<file path="src/rtl/jtframe_romrq_arb_pkg.sv">
// Shared types and helpers for the ROM request arbiter.
// FSM encoding, data width and slot index sizing.
package jtframe_romrq_arb_pkg;

  localparam int DW = 16;

  typedef enum logic [1:0] {
    IDLE = 2'd0,
    REQ  = 2'd1,
    WAIT = 2'd2
  } state_t;

  function automatic int idx_w(input int n);
    return (n > 1) ? $clog2(n) : 1;
  endfunction

endpackage

</file>
<file path="src/rtl/jtframe_romrq_arb_if.sv">
// SDRAM bank port bundle between the arbiter and the SDRAM controller.
// master drives the request, slave answers with ack/rdy/data.
interface jtframe_romrq_arb_if
  import jtframe_romrq_arb_pkg::*;
#(
  parameter int AW = 22
) ();

  logic [AW-1:0] ba_addr;
  logic          ba_rd;
  logic          ba_ack;
  logic          ba_rdy;
  logic [DW-1:0] sdram_dout;

  modport master (
    output ba_addr,
    output ba_rd,
    input  ba_ack,
    input  ba_rdy,
    input  sdram_dout
  );

  modport slave (
    input  ba_addr,
    input  ba_rd,
    output ba_ack,
    output ba_rdy,
    output sdram_dout
  );

endinterface

</file>
<file path="src/rtl/jtframe_rr_pick.sv">
// Combinational round-robin picker.
// Returns the first requester after i_last, wrapping around.
module jtframe_rr_pick
  import jtframe_romrq_arb_pkg::*;
#(
  parameter int SLOTS = 4,
  localparam int IW = idx_w(SLOTS)
) (
  input  logic [SLOTS-1:0] i_req,
  input  logic [IW-1:0]    i_last,
  output logic [IW-1:0]    o_gnt,
  output logic             o_any
);

  // Walk downwards so the closest slot after i_last wins
  always_comb begin
    o_gnt = i_last;
    o_any = 1'b0;
    for (int k = SLOTS; k >= 1; k--) begin
      logic [IW-1:0] w_idx;
      w_idx = IW'((int'(i_last) + k) % SLOTS);
      if (i_req[w_idx]) begin
        o_gnt = w_idx;
        o_any = 1'b1;
      end
    end
  end

endmodule

</file>
<file path="src/rtl/jtframe_romrq_arb.sv">
// N-slot ROM read arbiter onto one SDRAM bank port.
// One-entry cache per slot, round-robin among missing slots.
module jtframe_romrq_arb
  import jtframe_romrq_arb_pkg::*;
#(
  parameter int SLOTS = 4,
  parameter int AW    = 22
) (
  input  logic               clk,
  input  logic               rst_n,
  input  logic               invalidate,
  input  logic [SLOTS-1:0]   slot_cs,
  input  logic [SLOTS*AW-1:0] slot_addr,
  output logic [SLOTS-1:0]   slot_ok,
  output logic [SLOTS*DW-1:0] slot_dout,
  output logic               busy,
  jtframe_romrq_arb_if.master ba
);

  localparam int IW = idx_w(SLOTS);

  state_t         r_st;
  logic [IW-1:0]  r_gnt;
  logic [IW-1:0]  r_rr;
  logic [AW-1:0]  r_addr;
  logic           r_rd;
  logic           r_drop;
  logic [AW-1:0]  r_tag  [SLOTS];
  logic [DW-1:0]  r_data [SLOTS];
  logic [SLOTS-1:0] r_valid;

  logic [SLOTS-1:0] w_hit;
  logic [SLOTS-1:0] w_pend;
  logic [IW-1:0]    w_gnt;
  logic             w_any;
  logic             w_done;

  for (genvar i = 0; i < SLOTS; i++) begin : g_slot
    assign w_hit[i] = r_valid[i] &&
      (r_tag[i] == slot_addr[i*AW +: AW]);
    assign slot_dout[i*DW +: DW] = r_data[i];
  end

  assign slot_ok = slot_cs & w_hit;
  assign w_pend  = slot_cs & ~w_hit;
  assign busy    = (r_st != IDLE);

  assign ba.ba_addr = r_addr;
  assign ba.ba_rd   = r_rd;

  jtframe_rr_pick #(
    .SLOTS (SLOTS)
  ) u_pick (
    .i_req  (w_pend),
    .i_last (r_rr),
    .o_gnt  (w_gnt),
    .o_any  (w_any)
  );

  // ack and rdy in the same cycle short-cuts REQ straight to completion
  assign w_done =
    (r_st == REQ  && ba.ba_ack && ba.ba_rdy) ||
    (r_st == WAIT && ba.ba_rdy);

  always_ff @(posedge clk or negedge rst_n) begin
    if (!rst_n) begin
      r_st    <= IDLE;
      r_gnt   <= '0;
      r_rr    <= IW'(SLOTS - 1);
      r_addr  <= '0;
      r_rd    <= 1'b0;
      r_drop  <= 1'b0;
      r_valid <= '0;
      for (int i = 0; i < SLOTS; i++) begin
        r_tag[i]  <= '0;
        r_data[i] <= '0;
      end
    end else begin
      if (invalidate) r_valid <= '0;
      unique case (r_st)
        IDLE: begin
          if (w_any) begin
            r_gnt  <= w_gnt;
            r_rr   <= w_gnt;
            r_addr <= slot_addr[w_gnt*AW +: AW];
            r_rd   <= 1'b1;
            r_drop <= 1'b0;
            r_st   <= REQ;
          end
        end
        REQ: begin
          if (invalidate) r_drop <= 1'b1;
          if (ba.ba_ack) begin
            r_rd <= 1'b0;
            r_st <= WAIT;
          end
        end
        WAIT: begin
          if (invalidate) r_drop <= 1'b1;
        end
        default: r_st <= IDLE;
      endcase
      if (w_done) begin
        r_data[r_gnt]  <= ba.sdram_dout;
        r_tag[r_gnt]   <= r_addr;
        r_valid[r_gnt] <= ~(r_drop | invalidate);
        r_st           <= IDLE;
      end
    end
  end

endmodule

</file>
<file path="src/flat_wrapper.sv">
// flat-port wrapper written by rule: the top's interface ports become plain ports
module jtframe_romrq_arb_flat import jtframe_romrq_arb_pkg::*;
#(
  parameter int SLOTS = 4,
  parameter int AW    = 22
)
  (clk, rst_n, invalidate, slot_cs, slot_addr, slot_ok, slot_dout, busy, ba_ba_addr, ba_ba_rd, ba_ba_ack, ba_ba_rdy, ba_sdram_dout);
  jtframe_romrq_arb_if #(.AW(AW)) ba_i ();
  input  logic clk;
  input  logic rst_n;
  input  logic invalidate;
  input  logic [SLOTS-1:0] slot_cs;
  input  logic [SLOTS*AW-1:0] slot_addr;
  output logic [SLOTS-1:0] slot_ok;
  output logic [SLOTS*DW-1:0] slot_dout;
  output logic busy;
  output wire logic [$bits(ba_i.ba_addr)-1:0] ba_ba_addr;
  output wire logic [$bits(ba_i.ba_rd)-1:0] ba_ba_rd;
  input wire logic [$bits(ba_i.ba_ack)-1:0] ba_ba_ack;
  input wire logic [$bits(ba_i.ba_rdy)-1:0] ba_ba_rdy;
  input wire logic [$bits(ba_i.sdram_dout)-1:0] ba_sdram_dout;
  assign ba_ba_addr = ba_i.ba_addr;
  assign ba_ba_rd = ba_i.ba_rd;
  assign ba_i.ba_ack = ba_ba_ack;
  assign ba_i.ba_rdy = ba_ba_rdy;
  assign ba_i.sdram_dout = ba_sdram_dout;
  jtframe_romrq_arb #(.SLOTS(SLOTS), .AW(AW)) u_core (.clk(clk), .rst_n(rst_n), .invalidate(invalidate), .slot_cs(slot_cs), .slot_addr(slot_addr), .slot_ok(slot_ok), .slot_dout(slot_dout), .busy(busy), .ba(ba_i));
endmodule
</file>
<file path="config.mk">
export PLATFORM = sky130hd
export DESIGN_NAME = jtframe_romrq_arb_flat
export DESIGN_NICKNAME = d
export VERILOG_FILES = /design/src/rtl/jtframe_romrq_arb_pkg.sv /design/src/rtl/jtframe_romrq_arb_if.sv /design/src/rtl/jtframe_rr_pick.sv /design/src/rtl/jtframe_romrq_arb.sv /design/src/flat_wrapper.sv
export SDC_FILE = /design/constraint.sdc
export NUM_CORES = 1
export LEC_CHECK = 0
export CAP_MARGIN = 20
export CORE_MARGIN = 4
export CORE_UTILIZATION = 45
export DETAILED_ROUTE_END_ITERATION = 8
export PLACE_DENSITY = 0.87
export SLEW_MARGIN = 25
export SYNTH_ARGS = -nofsm -noshare
export SYNTH_HDL_FRONTEND = slang
export SYNTH_SLANG_ARGS = --single-unit
</file>
<file path="constraint.sdc">
create_clock -name clk -period 2.1 [get_ports clk]
set_clock_uncertainty 0.05 [all_clocks]
set_input_delay 0.525 -clock clk [delete_from_list [all_inputs] [get_ports clk]]
set_output_delay 0.525 -clock clk [all_outputs]
set_load 0.01 [all_outputs]
</file>
# Yosys cells after proc, flatten, opt, wreduce, memory -nomap -nowiden
# Index checks and enable logic that the tools add are counted.
classes:
  bitwise: 6
  add_sub_neg: 4
  magnitude_cmp: 8
  n_reduce_logical: 19
  muxes: 37
  mul: 1
  eq_ne: 12
  shift: 1
ops:
  columns: ["cell", "count"]
  rows:
  - ["$bwmux W88", 1]
  - ["$eq A22 B22 Y1", 4]
  - ["$shiftx A88 B8 Y22", 1]
  - ["$bwmux W64", 1]
  - ["$demux W22 S2", 1]
  - ["$demux W16 S2", 1]
  - ["$mux W22", 1]
  - ["$mux W16", 1]
  - ["$lt A2 B3 Y1 const B", 5]
  - ["$mux W2", 7]
  - ["$mux W1", 13]
  - ["$logic_and A1 B1 Y1", 9]
  - ["$reduce_and A3 Y1", 3]
  - ["$and A4 B4 Y4", 2]
  - ["$bmux W1 S2", 4]
  - ["$mux W4", 2]
  - ["$mul A2 B4 Y6 const B", 1]
  - ["$ne A3 B2 Y1 const B", 2]
  - ["$pmux W2 S3", 1]
  - ["$reduce_bool A2 Y1", 3]
  - ["$add A2 B1 Y2 const B", 2]
  - ["$add A2 B2 Y2 const B", 2]
  - ["$bwmux W4", 1]
  - ["$ne A2 B1 Y1 const B", 2]
  - ["other kinds (16)", 18]
totals:
  input_bits: 113
  word_cells: 103
  regBits: 186

# Logic depth before layout (Yosys ltp)
logic_depth:
  depth_word: 13
  ltp_mapped: 10

# Modules after synthesis
# Synthesis repeated with hierarchy kept, for this count alone.
hier_totals:
  hier_cells: 596
  area_unflattened_um2: 8728.4
by_module_without_submodules:
  columns: ["module", "area_each_um2", "cells_each", "instances", "seq_area_each_um2"]
  rows:
  - ["jtframe_romrq_arb", 8645.8, 582, 1, 4657.0]
  - ["jtframe_rr_pick", 82.6, 14, 1, 0.0]

# Worst setup path after synthesis
# Ideal clock, no wire load.
synth_timing:
  kind: "input -> register"
  startpoint: "input port slot_addr[66]"
  endpoint: "register u_core.r_addr[10], in the netlist u_core.ba.ba_addr[10]"
  cell_stages: 10
  t_arrival_ns: 2.194
  path_slack_ns: -0.287
  setup_ns: 0.142
  t_required_ns: 1.908
  path_cell_list: "xnor2_1 -> nand4_1 -> nor4_2 -> a31o_2 -> nand4_2 -> nand2_1 -> or2_1 -> buf_2 -> buf_2 -> o221ai_1"
synth_via:
  elab_chain_len: 12
  elab_cells_between_ends: 23
  classes_between: "mul: 1; eq/ne: 1; shift: 1; mux: 16; bitwise: 2; reduce/logical: 2"
synth_rtl:
  columns: ["item", "line", "rtl"]
  rows:
  - ["start, declared", "flat_wrapper.sv:13", "input logic [SLOTS*AW-1:0] slot_addr;"]
  - ["$eq A22 B22 Y1", "jtframe_romrq_arb.sv:40", "(r_tag[i] == slot_addr[i*AW +: AW]);"]
  - ["$logic_and A1 B1 Y1", "jtframe_romrq_arb.sv:39", "assign w_hit[i] = r_valid[i] &&"]
  - ["$not A4 Y4", "jtframe_romrq_arb.sv:45", "assign w_pend = slot_cs & ~w_hit;"]
  - ["$and A4 B4 Y4", "jtframe_romrq_arb.sv:45", null]
  - ["$bmux W1 S2", "jtframe_rr_pick.sv:22", "if (i_req[w_idx]) begin"]
  - ["$mux W1 (implied by the code)", "jtframe_rr_pick.sv:22", null]
  - ["$mux W2 (4 in series)", "jtframe_rr_pick.sv:22", null]
  - ["$mul A2 B4 Y6", "jtframe_romrq_arb.sv:85", "r_addr <= slot_addr[w_gnt*AW +: AW];"]
  - ["$shiftx A88 B8 Y22", "jtframe_romrq_arb.sv:85", null]
  - ["end signal, assigned", "jtframe_romrq_arb.sv:85", null]
  - ["end, declared", "jtframe_romrq_arb.sv:25", "logic [AW-1:0] r_addr;"]
# Parallel ways exist; a longest one is shown, timed or not. The select of a mux whose other input is x is not followed.
# A chain may end at the register's enable or synchronous reset.

# Final worst setup path
layout_timing:
  startpoint: "input port slot_addr[24]"
  endpoint: "register u_core.r_addr[18], in the netlist u_core.ba.ba_addr[18]"
# The elaborated chain is that of the path after synthesis.

==> metrics <==
DR pass1 iterations=5; fin crit share=1.375; Final Util=0.6859; placed wire-length estimate=18.58 mm; Fillers=1,213; placed cells=1,120; peak fanout along the critical path=7; f_max=346.4 MHz; Reg area=4668 um^2; die area=21,470 um^2; failing checks=hold timing, setup timing; clk sinks=186; RSZ-0062 raised after global routing=true; final antenna-violating net count=0; FP Rows=50; outcome=finished, violations left; hold_ws=-0.007077 ns; TritonCTS clock tree=built; Max Cap Viol=0; via count=6,845; Power Dens Cells=1475 nW/um^2; number of top-level pins=205; Syn-to-layout area delta=49.06%; reg2reg setup slack=-0.77 ns; synth unique cells=42; Net count, final=1,040; core area=18,770 um^2; Setup crit start kind=input port; clock root cell=clkbuf_16; syn avg cell area=13.35 um^2; Inserted Clock Buffers=17; n_diodes=0; Post-Synthesis Cells=647; CP required=2.38 ns; CTS Hold Bufs=0; final worst setup slack=-0.7869 ns; Post-Synthesis Net Count=764; Die X=146.5 um; layout cells sized above 1=0.3942; first-pass GRT wire length=42.92 mm; via-per-instance ratio=5.850; Final Hold Fails=2; ys async rst share=1.000; Initial Util=0.4601; CP endpoint kind=flop; Slew @ Worst Pin=0.5666 ns; vias in the first global route=7,537; Syn Std Cell Area=8636 um^2; R2R cell count=12; Rel. slew slack=0.6223; clk buf depth=2; Die Y=146.5 um; Layout Cells excl Fill=1,170; all-layer global routing usage=0.2576; initial antenna violation count=4; final setup fails=34; DP Worst Slack=-1.171 ns; Clock Latency Late Sink=0.43 ns; crit path kind=input port to flop; maximum vdd drop=798.8 uV; fin crit period=2.887 ns; Post-synth EDFFs=0; Total Power=18.99 mW; Max Slew Vio Count=0; Placer Congestion=0.8890; footprint of the multi-input gates=4387 um^2; Top FF cell, synth=dfrtp_1; initial DRC count=494; FF+latch count, synth=186; global route total overflow=0; drt drc=0; Routed wire per std cell=24.43 um; LEAKAGE=5.852 nW; drt total wl=28.59 mm; Clock transition at path regs=0.07 ns; Synth Warn #=0; WP data arrival=3.17 ns; Seq/Total Area, Yosys=0.5393; port bufs=204; CTS H-tree lvls=4; largest net degree at the start of global routing=56; Hold Path Class=input port to async pin
## synthesized netlist by cell type (2+ instances only)
| cell | n | area [um^2] |
|---|---|---|
| o221ai_1 | 22 | 192.7 |
| buf_6 | 5 | 56.30 |
| a21oi_1 | 8 | 40.04 |
| mux2i_1 | 44 | 440.4 |
| nand2_1 | 31 | 116.4 |
| a21bo_2 | 2 | 20.02 |
| dfrtp_1 | 184 | 4604 |
| o21ai_0 | 5 | 25.02 |
| xor2_1 | 14 | 122.6 |
| dfstp_2 | 2 | 52.55 |
| clkbuf_1 | 12 | 45.04 |
| buf_2 | 3 | 15.01 |
| nor4_1 | 7 | 43.79 |
| a21bo_1 | 2 | 20.02 |
| mux2_2 | 152 | 1712 |
| nand4_1 | 18 | 112.6 |
| nor3b_1 | 2 | 15.01 |
| nor2_1 | 14 | 52.55 |
| and3_1 | 3 | 18.77 |
| o21a_1 | 2 | 15.01 |
| inv_1 | 6 | 22.52 |
| xnor2_1 | 74 | 648.1 |
| ha_1 | 4 | 50.05 |
| buf_1 | 8 | 30.03 |
| nand3_1 | 6 | 30.03 |
## power breakdown
group / leakage [nW] / switching (mW) / internal [mW]
Combinational: 3.25 / 3.80 / 5.10
Sequential: 2.32 / 1.48 / 5.28
Clock: 0.285 / 1.42 / 1.92
## metal layers
layer | up-vias | GRT usage | wire (um)
li1 | 2891 | - | -
met1 | 3430 | 0.3023 | 10780
met2 | 395 | 0.4205 | 13690
met3 | 121 | 0.08970 | 2544
met4 | 8 | 0.1308 | 1537
met5 | - | 0 | 31
## flip-flops by register name (all words and copies together), names as in the netlist
| signal | flops |
|---|---|
| u_core.slot_dout | 64 |
| u_core.r_tag | 88 |
| u_core.r_valid | 4 |
| u_core.ba.ba_rd | 1 |
| u_core.ba.ba_addr | 22 |
| u_core.r_rr | 2 |
| u_core.r_gnt | 2 |
| u_core.r_drop | 1 |
| u_core.r_st | 2 |
## metrics by stage
stage          TNS [ns]  hold WS [ns]  cell area (um^2)
2_1_floorplan    -5.507        0.1794              8723
3_3_place_gp     -71.88        0.4227             11500
3_5_place_dp     -79.12        0.4265             11500
4_1_cts          -16.68       0.01860             12540
5_1_grt          -21.61       0.02442             12870
6_report         -21.67     -0.007077             12870
## worst max-delay path: stages
cell and delay (ns):
clkdlybuf4s15_1 0.25, xnor2_1 0.21, buf_4 0.13, nand4_1 0.21
nor4_4 0.39, buf_4 0.16, a21bo_4 0.16, nor3b_2 0.06
a211o_4 0.34, buf_12 0.15, buf_12 0.15, mux2i_4 0.19
o221ai_2 0.23
## cell usage in the layout (no fill, tap or decap), types with 3 or more instances in the layout
cell type,netlist,routed
xnor2_1,74,43
nand2_2,0,3
clkbuf_1,12,4
dlymetal6s2s_1,0,19
o221ai_1,22,15
a21oi_1,8,7
nor2_1,14,12
mux2i_1,44,30
buf_16,0,4
mux2_2,152,152
buf_4,0,54
nand2_1,31,27
nor4_2,1,3
xnor2_2,0,31
and3_4,0,3
dfrtp_2,0,9
nand3_1,6,3
buf_6,5,14
clkdlybuf4s50_1,0,124
clkbuf_16,0,18
buf_12,0,10
dfrtp_1,184,175
nand4_1,18,18
dlygate4sd2_1,0,54
nand3_2,0,3
xor2_1,14,12
mux2i_2,0,12
inv_1,6,5
nor4_4,0,4
ha_1,4,3
o221ai_2,0,7
bufinv_16,0,3
## cell type report
cell class | instances | area share
Sequential cell | 186 | 0.3627
Multi-Input combinational cell | 427 | 0.3408
Timing Repair Buffer | 285 | 0.2258
Clock buffer | 22 | 0.03528
Tap cell | 234 | 0.02275
Clock inverter | 10 | 0.01098
Inverter | 6 | 0.001750
## final timing paths
check                                            startpoint                                end
setup / recovery                              slot_addr[24]  u_core.ba.ba_addr[18]$_DFFE_PN0P_
hold / removal                                        rst_n  u_core.ba.ba_addr[10]$_DFFE_PN0P_
setup reg to reg               u_core.r_tag[46]$_DFFE_PN0P_  u_core.ba.ba_addr[18]$_DFFE_PN0P_
hold reg to reg            u_core.slot_dout[23]$_DFFE_PN0P_   u_core.slot_dout[23]$_DFFE_PN0P_
max in group asynchronous                             rst_n  u_core.ba.ba_addr[20]$_DFFE_PN0P_
min in group clk           u_core.slot_dout[23]$_DFFE_PN0P_   u_core.slot_dout[23]$_DFFE_PN0P_
## what timing repair did
item / in CTS / in global routing
endpoints found under the setup margin: 105 / 75
resized for setup: 136 / 80
pin swaps: 55 / 35
setup buffers: 12 / 6
cloned: 4 / 1
## kinds of logic after synthesis
kind of cell / synth area share
XOR/XNOR: 0.08925
adder cells (fa/ha/maj): 0.005796
buffers and inverters: 0.01956
multiplexers: 0.2492
AND/OR/NAND/NOR: 0.05230
AO/OA/AOI/OAI: 0.04462
flip-flops: 0.5393
Power figures use the tool's default switching activity.
